===== config.mk =====
export PLATFORM = sky130hd
export DESIGN_NAME = deserialize_flat
export DESIGN_NICKNAME = d
export VERILOG_FILES = /design/src/rtl/deserialize_if.sv /design/src/rtl/deserialize.sv /design/src/flat_wrapper.sv
export SDC_FILE = /design/constraint.sdc
export NUM_CORES = 2
export LEC_CHECK = 0
export ABC_AREA = 1
export CORE_ASPECT_RATIO = 0.6
export CORE_MARGIN = 2
export CORE_UTILIZATION = 45
export DETAILED_ROUTE_END_ITERATION = 12
export GPL_ROUTABILITY_DRIVEN = 0
export HOLD_SLACK_MARGIN = 0.15
export PLACE_DENSITY_LB_ADDON = 0.08
export SETUP_SLACK_MARGIN = 0.15
export SLEW_MARGIN = 20
export SYNTH_ARGS = -nofsm -noshare
export SYNTH_HDL_FRONTEND = slang
export SYNTH_SLANG_ARGS = --single-unit
export TNS_END_PERCENT = 10

===== constraint.sdc =====
create_clock -name clk -period 6.4 [get_ports clk]
set_input_delay 1.6 -clock clk [delete_from_list [all_inputs] [get_ports clk]]
set_output_delay 1.6 -clock clk [all_outputs]
set_load 0.05 [all_outputs]

===== src/rtl/deserialize_if.sv =====
// deserialize_if: bundles the serial input stream, the parallel output stream
// and the collector status of the deserializer.
//   clear       synchronous discard of the partial word and the output buffer
//   in_valid / in_ready / in     serial element handshake (BIT_WIDTH bits)
//   out_valid / out_ready / out  parallel word handshake (LENGTH*BIT_WIDTH bits)
//   beat_count  elements currently held in the collector (0..LENGTH)
// master = the side driving elements and consuming words; slave = the deserializer.
interface deserialize_if #(
    parameter int LENGTH    = 32,
    parameter int BIT_WIDTH = 16
);
    localparam int CW = $clog2(LENGTH + 1);

    logic                        clear;
    logic                        in_valid;
    logic                        in_ready;
    logic [BIT_WIDTH-1:0]        in;
    logic                        out_valid;
    logic                        out_ready;
    logic [LENGTH*BIT_WIDTH-1:0] out;
    logic [CW-1:0]               beat_count;

    modport master (
        output clear, in_valid, in, out_ready,
        input  in_ready, out_valid, out, beat_count
    );

    modport slave (
        input  clear, in_valid, in, out_ready,
        output in_ready, out_valid, out, beat_count
    );
endinterface


===== src/rtl/deserialize.sv =====
// deserialize: serial-to-parallel collector for the systolic array output side.
// Packs LENGTH elements of BIT_WIDTH bits into one word; the first element
// received ends up in the MSB slot, so this undoes the input-side serializer.
// A single-entry output buffer lets the next word be collected while the
// previous one waits for the consumer.
// Ports:
//   clk    rising-edge clock
//   rst_n  asynchronous active-low reset
//   s      deserialize_if.slave (clear, in handshake, out handshake, beat_count)
module deserialize #(
    parameter int LENGTH    = 32,
    parameter int BIT_WIDTH = 16
) (
    input  logic         clk,
    input  logic         rst_n,
    deserialize_if.slave s
);
    localparam int W  = LENGTH * BIT_WIDTH;
    localparam int CW = $clog2(LENGTH + 1);
    localparam logic [CW-1:0] FULL = CW'(LENGTH);
    localparam logic [CW-1:0] LAST = CW'(LENGTH - 1);

    logic [W-1:0]  collector;
    logic [W-1:0]  shifted;
    logic [W-1:0]  out_q;
    logic          out_valid_q;
    logic [CW-1:0] beat_q;
    logic          accept;
    logic          buf_free;

    assign s.in_ready   = (beat_q != FULL);
    assign s.out_valid  = out_valid_q;
    assign s.out        = out_q;
    assign s.beat_count = beat_q;

    assign accept   = s.in_valid & s.in_ready;
    assign buf_free = ~out_valid_q | s.out_ready;

    // New element enters slot 1; older ones move toward the MSBs.
    assign shifted = {collector[W-BIT_WIDTH-1:0], s.in};

    always_ff @(posedge clk or negedge rst_n) begin
        if (!rst_n) begin
            collector   <= '0;
            out_q       <= '0;
            out_valid_q <= 1'b0;
            beat_q      <= '0;
        end else if (s.clear) begin
            // out keeps its old contents; only the valid flag is dropped.
            collector   <= '0;
            out_valid_q <= 1'b0;
            beat_q      <= '0;
        end else if (accept && beat_q == LAST) begin
            collector <= shifted;
            if (buf_free) begin
                // Zero-bubble: last element goes straight into the buffer.
                out_q       <= shifted;
                out_valid_q <= 1'b1;
                beat_q      <= '0;
            end else begin
                // Buffer still occupied: park the full word, stall input.
                beat_q <= FULL;
            end
        end else if (beat_q == FULL && buf_free) begin
            out_q       <= collector;
            out_valid_q <= 1'b1;
            beat_q      <= '0;
        end else begin
            if (accept) begin
                collector <= shifted;
                beat_q    <= beat_q + CW'(1);
            end
            if (out_valid_q && s.out_ready)
                out_valid_q <= 1'b0;
        end
    end
endmodule


===== src/flat_wrapper.sv =====
// flat-port wrapper written by rule: the top's interface ports become plain ports
module deserialize_flat 
#(
    parameter int LENGTH    = 32,
    parameter int BIT_WIDTH = 16
)
  (clk, rst_n, s_clear, s_in_valid, s_in, s_out_ready, s_in_ready, s_out_valid, s_out, s_beat_count);
  deserialize_if #(.LENGTH(LENGTH), .BIT_WIDTH(BIT_WIDTH)) s_i ();
  input  logic clk;
  input  logic rst_n;
  input wire logic [$bits(s_i.clear)-1:0] s_clear;
  input wire logic [$bits(s_i.in_valid)-1:0] s_in_valid;
  input wire logic [$bits(s_i.in)-1:0] s_in;
  input wire logic [$bits(s_i.out_ready)-1:0] s_out_ready;
  output wire logic [$bits(s_i.in_ready)-1:0] s_in_ready;
  output wire logic [$bits(s_i.out_valid)-1:0] s_out_valid;
  output wire logic [$bits(s_i.out)-1:0] s_out;
  output wire logic [$bits(s_i.beat_count)-1:0] s_beat_count;
  assign s_i.clear = s_clear;
  assign s_i.in_valid = s_in_valid;
  assign s_i.in = s_in;
  assign s_i.out_ready = s_out_ready;
  assign s_in_ready = s_i.in_ready;
  assign s_out_valid = s_i.out_valid;
  assign s_out = s_i.out;
  assign s_beat_count = s_i.beat_count;
  deserialize #(.LENGTH(LENGTH), .BIT_WIDTH(BIT_WIDTH)) u_core (.clk(clk), .rst_n(rst_n), .s(s_i));
endmodule

==> impl_summary.log <==
INFO  metric fin_max_slew_vios = 0
INFO  metric clock.fmax = 207 MHz
INFO  metric postSynthAreaPerCell = 8.18 sq um
INFO  metric holdBufCountCts = 0
INFO  metric clock-root-buffer = sky130_fd_sc_hd__clkbuf_16
INFO  metric dieWidth = 421 um
INFO  metric pwr_density_cell = 235 mW/mm^2
INFO  metric global_route_usage_sum = 30.3%
INFO  metric globalRouteOverflowTotal = 0
INFO  metric dr.first_iter.drc_count = 5198
INFO  metric cts_setup_buffers = 0
INFO  metric worst_setup_path_startpoint = u_core.s.beat_count[0]
INFO  metric worst_margin_pin_slew = 1.20 ns
INFO  metric cts_buffer_depth = 3
INFO  metric syn2layout_area_growth = 20.0%
INFO  metric period_share = 75.6%
INFO  metric via_per_instance_ratio = 5.70
INFO  metric p_leak = 27.7 nW
INFO  metric placed_cells = 7220
INFO  metric inserted_clock_buffers = 100
INFO  metric routed_wire_length_per_instance = 22.4 um
INFO  metric cts_resized = 0
INFO  metric critical_path.endpoint_type = primary output
INFO  metric core_area = 0.103 sq mm
INFO  metric worstSetupStartpointType = flip-flop
INFO  metric mappedNetlistNets = 5758
INFO  metric final.setup.worst_slack = 1.56 ns
INFO  metric drv.max_cap_violation_count = 0
INFO  metric fin_tns_setup = 0 ns
INFO  metric peak_supply_drop = 0.000187 V
INFO  metric floorplan.die_area = 0.107 sq mm
INFO  metric min_from = u_core.s.out[319]
INFO  metric tritoncts = done
INFO  metric series_of_cell_instances_along_the_critical_path = inv_1 -> ha_1 -> nand2_1 -> inv_1 -> nand3_4 -> buf_4 -> clkdlybuf4s50_1
INFO  metric r2r_setup_slack = 2.21 ns
INFO  metric buffer_ports.inserted = 540
INFO  metric routed-via-count = 42200
INFO  metric final_layout_size_suffix_gt1_share = 3.98%
INFO  metric warnings_from_yosys = 0
INFO  metric total_power_consumption = 13.2 mW
INFO  metric mostFrequentLayoutCell = sky130_fd_sc_hd__nand2_1
INFO  metric syn_inst = 5735
INFO  metric final.setup_skew = 0.0263 ns
INFO  metric final_cell_mix = sky130_fd_sc_hd__nand2_1 (2111), sky130_fd_sc_hd__dfrtp_1 (1031), sky130_fd_sc_hd__clkdlybuf4s50_1 (537)
INFO  metric post_synth_instance_area = 0.0469 sq mm
INFO  metric ffs_latches_synth = 1031
INFO  metric clock_insertion_delay_worst_skew = 0.71 ns
INFO  metric finalSetupViolCount = 0
INFO  metric hold_class = flip-flop to flip-flop
INFO  metric worst_setup_hold_path_clk_slew = 0.06 ns
INFO  metric num-nets-final = 5950
INFO  metric detailed_place_hpwl = 104000 um
INFO  metric post_synth_num_cell_types = 23
INFO  metric cp.required = 4.80 ns
INFO  metric row_count = 91
INFO  metric initial_core_util = 45.5%
INFO  metric first_global_vias = 39700
INFO  metric numClockSinks = 1031
INFO  metric drt.antenna.violating_nets = 0
INFO  metric io-pin-count = 541
INFO  metric postRouteWirelength = 166000 um
INFO  metric crit_type = flip-flop to primary output
INFO  metric run_status = finished clean
INFO  metric cpMaxStageDelayCell = sky130_fd_sc_hd__clkdlybuf4s50_1
INFO  metric cp_data_arrival_time = 3.24 ns
INFO  metric min_period = 4.84 ns
INFO  metric grt_pass1_wl = 250000 um
INFO  metric detail_route.first_pass.iterations = 7
INFO  metric synth_seq_area_share = 55.0%
INFO  metric max-slew-margin-rel = 20.2%
INFO  metric finalHoldViolations = 0
INFO  metric ctsHtreeMaxLevel = 3
INFO  metric die_height = 254 um
INFO  metric unrepaired_setup_endpoints_after_global_routing = false
INFO  metric grt_antenna_before_repair = 3
INFO  metric placement.setup.worst_slack = 1.47 ns
INFO  metric critical_path.max_stage_delay = 0.93 ns
INFO  metric worstReg2RegStart = u_core.s.beat_count[0]
INFO  metric top_cell_by_count_worst_path = sky130_fd_sc_hd__inv_1
INFO  metric layoutNonFillerInstCount = 7402
INFO  metric drcViolationCount = 0
INFO  metric grt_start_max_net_pins = 221
INFO  metric crit_path_max_fanout = 23
-- metal layers --
| layer | vias up | global-route usage (%) | part of all wire (%) |
|---|---|---|---|
| li1 | 19400 | - | - |
| met1 | 20900 | 46.4 | 45 |
| met2 | 1594 | 42.2 | 43 |
| met3 | 204 | 7.70 | 8.9 |
| met4 | 4 | 8.11 | 2.8 |
| met5 | - | 0 | 0.016 |
-- per-stage QoR --
step	hold WS, ns	instance area [sq um]	util, %
detailed placement	0.465	52900	51.3
CTS	0.481	56300	54.6
global placement	0.462	52900	51.3
finish	0.477	56300	54.6
floorplan	0.452	46900	-
global route	0.497	56300	54.6
-- area by class of cell --
cell class	count	area (sq um)
Clock inverter	41	498
Antenna cell	1	2.50
Multi-Input combinational cell	3699	17200
Sequential cell	1031	25800
Timing Repair Buffer	601	6230
Fill cell	9631	46800
Tap cell	1395	1750
Clock buffer	140	2910
Inverter	494	1860
-- synth_stat cells, drive strengths merged --
cell type	count	area, sq um
o31ai	15	113
nand3	537	2690
buf	167	795
a22oi	1	7.51
ha	2	25.0
a22o	1	8.76
a21oi	3	18.8
dfrtp	1031	25800
o22ai	450	2820
inv	494	1850
o21bai	1	7.51
nor2	7	33.8
nand2	2113	7930
nand4	517	3240
xor2	2	17.5
clkbuf	344	1290
o21ai	50	250
-- final timing paths --
path | end | cells past startpoint
min in group asynchronous | u_core.s.out[386] | 1
setup / recovery | s_in_ready | 7
setup reg to reg | u_core.collector[234] | 11
max in group asynchronous | u_core.s.out[206] | 2
hold reg to reg | u_core.s.out[319] | 2
hold / removal | u_core.s.out[319] | 2
-- state kept, by name, summed over array words and instances, names as in the netlist --
| name | flops |
|---|---|
| u_core.collector | 512 |
| u_core.s.out | 512 |
| u_core.s.beat_count | 6 |
| u_core.s.out_valid | 1 |
-- worst max-delay path: cells and delay by family (launching register included) --
kind                     cells  cell delay [ns]
flip-flops                   1             0.45
adder cells (fa/ha/maj)      1             0.24
buffers and inverters        4             1.51
AND/OR/NAND/NOR              2             0.33
-- report_power, final --
| group | internal [mW] | total [mW] | switching, mW | leakage [nW] |
|---|---|---|---|---|
| registers | 6.53 | 6.54 | 0.0129 | 14.4 |
| logic | 0.0597 | 0.407 | 0.348 | 11.6 |
| clock network | 3.57 | 6.25 | 2.68 | 1.68 |
-- cell families after synthesis --
kind of cell    Yosys count  share of synthesized area, %
compound gates          521                          6.87
xor+xnor                  2                        0.0374
fa+ha+maj                 2                        0.0533
buf+inv                1005                          8.40
flops                  1031                          55.0
simple gates           3174                          29.6
No activity file was read; power rests on OpenSTA's default activity.
